<file path="src/rtl/sys_arr_collector_pkg.sv">
// Shared widths and row classification for the systolic-array result collector.
package sys_arr_collector_pkg;

   localparam int unsigned SUM_WIDTH    = 16;
   localparam int unsigned DATA_WIDTH   = 8;
   localparam int unsigned WEIGHT_WIDTH = 8;
   localparam int unsigned COUNT_WIDTH  = 16;

   typedef enum logic [1:0] {
      ROW_IDLE,
      ROW_COMPLETE,
      ROW_MALFORMED
   } row_class_e;

endpackage

</file>
<file path="src/rtl/sys_arr_result_fifo.sv">
// Synchronous FIFO for aligned result rows; rdata is the registered head entry, zero when empty.
module sys_arr_result_fifo #(
   parameter int unsigned width = 64,
   parameter int unsigned depth = 8
) (
   input  logic             clk,
   input  logic             reset,
   input  logic             push,
   input  logic             pop,
   input  logic [width-1:0] wdata,
   output logic [width-1:0] rdata,
   output logic             full,
   output logic             empty
);

   localparam int unsigned AW = (depth > 1) ? $clog2(depth) : 1;
   localparam int unsigned CW = $clog2(depth) + 1;

   logic [width-1:0] mem_q [depth];
   logic [AW-1:0]    wr_ptr_q, wr_ptr_d;
   logic [AW-1:0]    rd_ptr_q, rd_ptr_d;
   logic [CW-1:0]    count_q, count_d;
   logic             wr_en, rd_en;

   assign full  = (count_q == CW'(depth));
   assign empty = (count_q == '0);
   // A push into a full FIFO is only accepted when the head leaves on the same edge.
   assign wr_en = push && (!full || pop);
   assign rd_en = pop && !empty;
   assign rdata = empty ? '0 : mem_q[rd_ptr_q];

   always_comb begin
      wr_ptr_d = wr_ptr_q;
      rd_ptr_d = rd_ptr_q;
      count_d  = count_q;
      if (wr_en) wr_ptr_d = wr_ptr_q + 1'b1;
      if (rd_en) rd_ptr_d = rd_ptr_q + 1'b1;
      case ({wr_en, rd_en})
         2'b10:   count_d = count_q + 1'b1;
         2'b01:   count_d = count_q - 1'b1;
         default: count_d = count_q;
      endcase
   end

   always_ff @(posedge clk or posedge reset) begin
      if (reset) begin
         wr_ptr_q <= '0;
         rd_ptr_q <= '0;
         count_q  <= '0;
      end else begin
         wr_ptr_q <= wr_ptr_d;
         rd_ptr_q <= rd_ptr_d;
         count_q  <= count_d;
      end
   end

   always_ff @(posedge clk) begin
      if (wr_en) mem_q[wr_ptr_q] <= wdata;
   end

endmodule

</file>
<file path="src/rtl/sys_arr_collector.sv">
// Deskews per-column systolic-array sums into aligned rows, buffers them and hands them downstream.
module sys_arr_collector
   import sys_arr_collector_pkg::*;
#(
   parameter int unsigned width_height = 4,
   parameter int unsigned fifo_depth   = 8
) (
   input  logic                              clk,
   input  logic                              reset,
   input  logic [SUM_WIDTH*width_height-1:0] maccout,
   input  logic [width_height-1:0]           activeout,
   output logic [SUM_WIDTH*width_height-1:0] rowout,
   output logic                              rowvalid,
   input  logic                              rowready,
   output logic [COUNT_WIDTH-1:0]            rowcount,
   output logic                              overflow,
   output logic                              skew_err,
   input  logic                              clear_flags
);

   localparam int unsigned ROW_W = SUM_WIDTH * width_height;

   logic [ROW_W-1:0]        aligned_row;
   logic [width_height-1:0] aligned_vld;

   // Column c arrives c cycles after column 0, so it is delayed by the remaining columns.
   for (genvar c = 0; c < width_height; c++) begin : g_col
      localparam int unsigned STAGES = width_height - 1 - c;
      if (STAGES == 0) begin : g_pass
         assign aligned_row[c*SUM_WIDTH +: SUM_WIDTH] = maccout[c*SUM_WIDTH +: SUM_WIDTH];
         assign aligned_vld[c]                        = activeout[c];
      end else begin : g_dly
         logic [SUM_WIDTH-1:0] sum_q [STAGES];
         logic [STAGES-1:0]    vld_q;
         always_ff @(posedge clk or posedge reset) begin
            if (reset) begin
               sum_q <= '{default: '0};
               vld_q <= '0;
            end else begin
               sum_q[0] <= maccout[c*SUM_WIDTH +: SUM_WIDTH];
               vld_q[0] <= activeout[c];
               for (int unsigned s = 1; s < STAGES; s++) begin
                  sum_q[s] <= sum_q[s-1];
                  vld_q[s] <= vld_q[s-1];
               end
            end
         end
         assign aligned_row[c*SUM_WIDTH +: SUM_WIDTH] = sum_q[STAGES-1];
         assign aligned_vld[c]                        = vld_q[STAGES-1];
      end
   end

   row_class_e             row_class;
   logic                   fifo_full, fifo_empty;
   logic                   push, pop, drop;
   logic [COUNT_WIDTH-1:0] rowcount_q, rowcount_d;
   logic                   overflow_q, overflow_d;
   logic                   skew_err_q, skew_err_d;

   always_comb begin
      row_class = ROW_IDLE;
      if (&aligned_vld)      row_class = ROW_COMPLETE;
      else if (|aligned_vld) row_class = ROW_MALFORMED;
   end

   assign pop  = !fifo_empty && rowready;
   assign push = (row_class == ROW_COMPLETE) && (!fifo_full || pop);
   assign drop = (row_class == ROW_COMPLETE) && fifo_full && !pop;

   // A set condition in the same cycle as clear_flags wins.
   always_comb begin
      rowcount_d = rowcount_q;
      if (push) rowcount_d = rowcount_q + 1'b1;
      overflow_d = (overflow_q && !clear_flags) || drop;
      skew_err_d = (skew_err_q && !clear_flags) || (row_class == ROW_MALFORMED);
   end

   always_ff @(posedge clk or posedge reset) begin
      if (reset) begin
         rowcount_q <= '0;
         overflow_q <= 1'b0;
         skew_err_q <= 1'b0;
      end else begin
         rowcount_q <= rowcount_d;
         overflow_q <= overflow_d;
         skew_err_q <= skew_err_d;
      end
   end

   sys_arr_result_fifo #(
      .width (ROW_W),
      .depth (fifo_depth)
   ) u_fifo (
      .clk   (clk),
      .reset (reset),
      .push  (push),
      .pop   (pop),
      .wdata (aligned_row),
      .rdata (rowout),
      .full  (fifo_full),
      .empty (fifo_empty)
   );

   assign rowvalid = !fifo_empty;
   assign rowcount = rowcount_q;
   assign overflow = overflow_q;
   assign skew_err = skew_err_q;

endmodule

</file>
<file path="config.mk">
export PLATFORM = sky130hd
export DESIGN_NAME = sys_arr_collector
export DESIGN_NICKNAME = d
export VERILOG_FILES = /design/src/rtl/sys_arr_collector_pkg.sv /design/src/rtl/sys_arr_result_fifo.sv /design/src/rtl/sys_arr_collector.sv
export SDC_FILE = /design/constraint.sdc
export NUM_CORES = 1
export LEC_CHECK = 0
export CORE_MARGIN = 2
export CORE_UTILIZATION = 40
export CTS_CLUSTER_DIAMETER = 50
export DETAILED_ROUTE_END_ITERATION = 10
export SLEW_MARGIN = 30
export SYNTH_ARGS = -nofsm -noshare
export SYNTH_HDL_FRONTEND = slang
export SYNTH_SLANG_ARGS = --single-unit
</file>
<file path="constraint.sdc">
create_clock -name clk -period 10.62 [get_ports clk]
set_clock_uncertainty 0.1 [all_clocks]
set_input_delay 2.124 -clock clk [delete_from_list [all_inputs] [get_ports clk]]
set_output_delay 2.124 -clock clk [all_outputs]
set_load 0.02 [all_outputs]
</file>
==> results.py <==
metrics = {
    "outcome": {
        "run_status": "finished clean",
    },
    "grt": {
        "grt-ovfl-total": 0,
        "antenna_found_initial": 0,
        "grt_usage_pct": 15.9,
        "grt_pass1_vias": 11335,
        "grt_pass1_wl_mm": 70.6,
        "grt_max_degree": 89,
    },
    "cts": {
        "root_buffer": "clkbuf_16",
        "cts_tree": "done",
        "cts_sinks": 642,
        "cts_resized": 0,
        "post-cts-setup-buffers": 0,
        "numCtsBuffers": 75,
        "cts_max_path_buffers": 3,
        "cts-htree-levels": 3,
        "clock_latency_ns": 0.60,
        "clkTransAtPathRegs_ns": 0.06,
        "holdBufCountCts": 0,
    },
    "yosys": {
        "synth_ff_type": "edfxtp_1",
        "syn_area_per_cell_um2": 22.5,
        "netlist_instances": 1041,
        "yosysWarnings": 0,
        "ys_async_sr_fraction_pct": 20.2,
        "ys_seq_area_share_pct": 79.5,
        "synthesis.area_um2": 23400,
        "synth_edf_count": 512,
        "syn-num-nets": 1119,
        "synthDistinctLibCells": 41,
        "ys_ff_latch": 642,
    },
    "drt": {
        "ant_nets": 0,
        "avgRoutedWirePerCell_um": 22.6,
        "drt_wl_total_mm": 46.8,
        "drt-initial-drc-count": 639,
        "drt_pass1_iterations": 4,
        "vias_per_cell": 5.03,
        "drc_errors": 0,
        "num_vias": 10438,
    },
    "finish": {
        "most-common-layout-cells": "edfxtp_1 (512), clkdlybuf4s50_1 (154), mux4_2 (128)",
        "area_growth_pct": 21.2,
        "drive_gt1_share_pct": 22.1,
        "final_common_cell": "edfxtp_1",
        "antenna_cells": 0,
        "fin_nets": 1328,
    },
    "placement": {
        "gp_congestion": 0.689,
        "place_hpwl_mm": 23.9,
        "io_buffer_count": 154,
    },
    "worst_setup_path": {
        "cp_max_fo": 50,
        "crit_required_ns": 8.40,
        "crit_arrival_ns": 4.23,
        "start_kind": "flop",
        "cp-end-kind": "output port",
        "critical_path_class": "flop to output port",
    },
    "floorplanning": {
        "dieArea_um2": 60500,
        "initial_core_util_pct": 40.5,
        "coreArea_um2": 57800,
        "std_cell_rows": 88,
        "die_h_um": 246,
        "dieWidth_um": 246,
        "ios": 155,
    },
    "timing": {
        "fmax_mhz": 155,
        "tns_ns": 0,
        "min_period_over_period_pct": 60.8,
        "worstMarginPinSlew_ns": 0.823,
        "max_slew_margin_pct": 45.1,
        "rsz0062_at_grt": "no",
        "period_needed_ns": 6.45,
        "maxSlewViolCount": 0,
        "hold_viol_final": 0,
        "finalSetupViolCount": 0,
    },
    "hold_path": {
        "min_path_type": "flop to flop",
    },
    "power_and_ir_drop": {
        "cellPowerDensity_nw_per_um2": 263,
        "total_power_mw": 7.46,
        "ir_worst_vdd_v": 0.000198,
        "p_leak_nw": 9.69,
    },
    "job": {
        "maxCapViolCount": 0,
    },
}
[sequential cells by signal (all words and copies together), names as in the netlist]
signal             count
aligned_row           32
g_col.g_dly.sum_q     64
g_col.g_dly.vld_q      6
overflow               1
rowcount              16
skew_err               1
u_fifo.count_q         4
u_fifo.mem_q         512
u_fifo.rd_ptr_q        3
u_fifo.wr_ptr_q        3
[per-layer routing]
layer / part of all wire [%] / wire length [um] / GRT usage (%)
met1: 45 / 20800 / 21.8
met2: 49 / 23000 / 25.4
met3: 4.8 / 2260 / 3.58
met4: 1.5 / 692 / 4.88
met5: 0 / 0 / 0
[cell families after synthesis]
| group | after synthesis | share of synthesized area, % |
|---|---|---|
| AOI/OAI and AO/OA | 6 | 0.262 |
| xor gates and xnor gates | 24 | 0.897 |
| adders and majority gates | 6 | 0.320 |
| buffers and inverters | 51 | 1.45 |
| DFF | 642 | 79.5 |
| muxes | 194 | 15.2 |
| and+or+nand+nor | 118 | 2.39 |
[cell type report]
cell class	count	area (um^2)
sequential	642	18600
fill	4667	29400
tap	765	957
multi-input combinational	348	4510
timing repair buffer	178	1790
clock buffer	94	2050
clock inverter	43	414
inverter	5	26.3
[stage by stage]
stage	setup WS [ns]	hold WS (ns)	util [%]	cell area [um^2]	std cells
floorplan	0.471	0.231	-	23400	1041
global placement	4.64	0.233	44.7	25800	1934
detailed placement	4.66	0.235	44.7	25800	1934
CTS	3.99	0.243	49.0	28300	2071
global route	3.95	0.249	49.1	28400	2075
finish	4.17	0.241	49.1	28400	2075
[synthesized netlist by cell type (2+ instances only)]
| cell type | instances | area (um^2) |
|---|---|---|
| and3_1 | 3 | 18.8 |
| buf_2 | 17 | 85.1 |
| nand3_1 | 6 | 30.0 |
| clkbuf_1 | 4 | 15.0 |
| buf_6 | 14 | 158 |
| ha_1 | 6 | 75.1 |
| mux2i_1 | 64 | 641 |
| nor4_1 | 2 | 12.5 |
| nand2_1 | 15 | 56.3 |
| buf_1 | 6 | 22.5 |
| nor3_1 | 3 | 15.0 |
| xor2_1 | 6 | 52.6 |
| nor4b_1 | 2 | 17.5 |
| and4_1 | 3 | 26.3 |
| buf_4 | 5 | 37.5 |
| mux4_2 | 128 | 2880 |
| xnor2_1 | 18 | 158 |
| dfrtp_1 | 130 | 3250 |
| nand4_1 | 7 | 43.8 |
| nor3b_1 | 2 | 15.0 |
| inv_1 | 3 | 11.3 |
| nor2_1 | 67 | 251 |
| edfxtp_1 | 512 | 15400 |
[worst paths after layout]
check	start	endpoint	slack [ns]	depth (start not counted)
max in group asynchronous	reset	u_fifo.rd_ptr_q[1]	7.35	4
max reg2reg	g_col[1].g_dly.vld_q[1]	u_fifo.mem_q[6][22]	7.52	6
min reg2reg	g_col[1].g_dly.sum_q[19]	aligned_row[19]	0.24	0
min	g_col[1].g_dly.sum_q[19]	aligned_row[19]	0.24	0
min in group asynchronous	reset	g_col[1].g_dly.sum_q[20]	1.94	2
max	u_fifo.rd_ptr_q[1]	rowout[9]	4.17	6
[where the power goes]
group	total [mW]	switching, mW	internal [mW]
combinational	1.98	0.972	1.01
sequential	2.98	0.177	2.80
clock	2.49	1.01	1.49
[critical path, stage by stage, from the launching register on]
cell and delay (ns):
dfrtp_4 0.94, buf_4 0.60, buf_4 0.65, mux4_2 0.40
mux2i_1 0.36, nor2_1 0.07, clkdlybuf4s50_1 0.58
No activity file was read; power rests on OpenSTA's default activity.
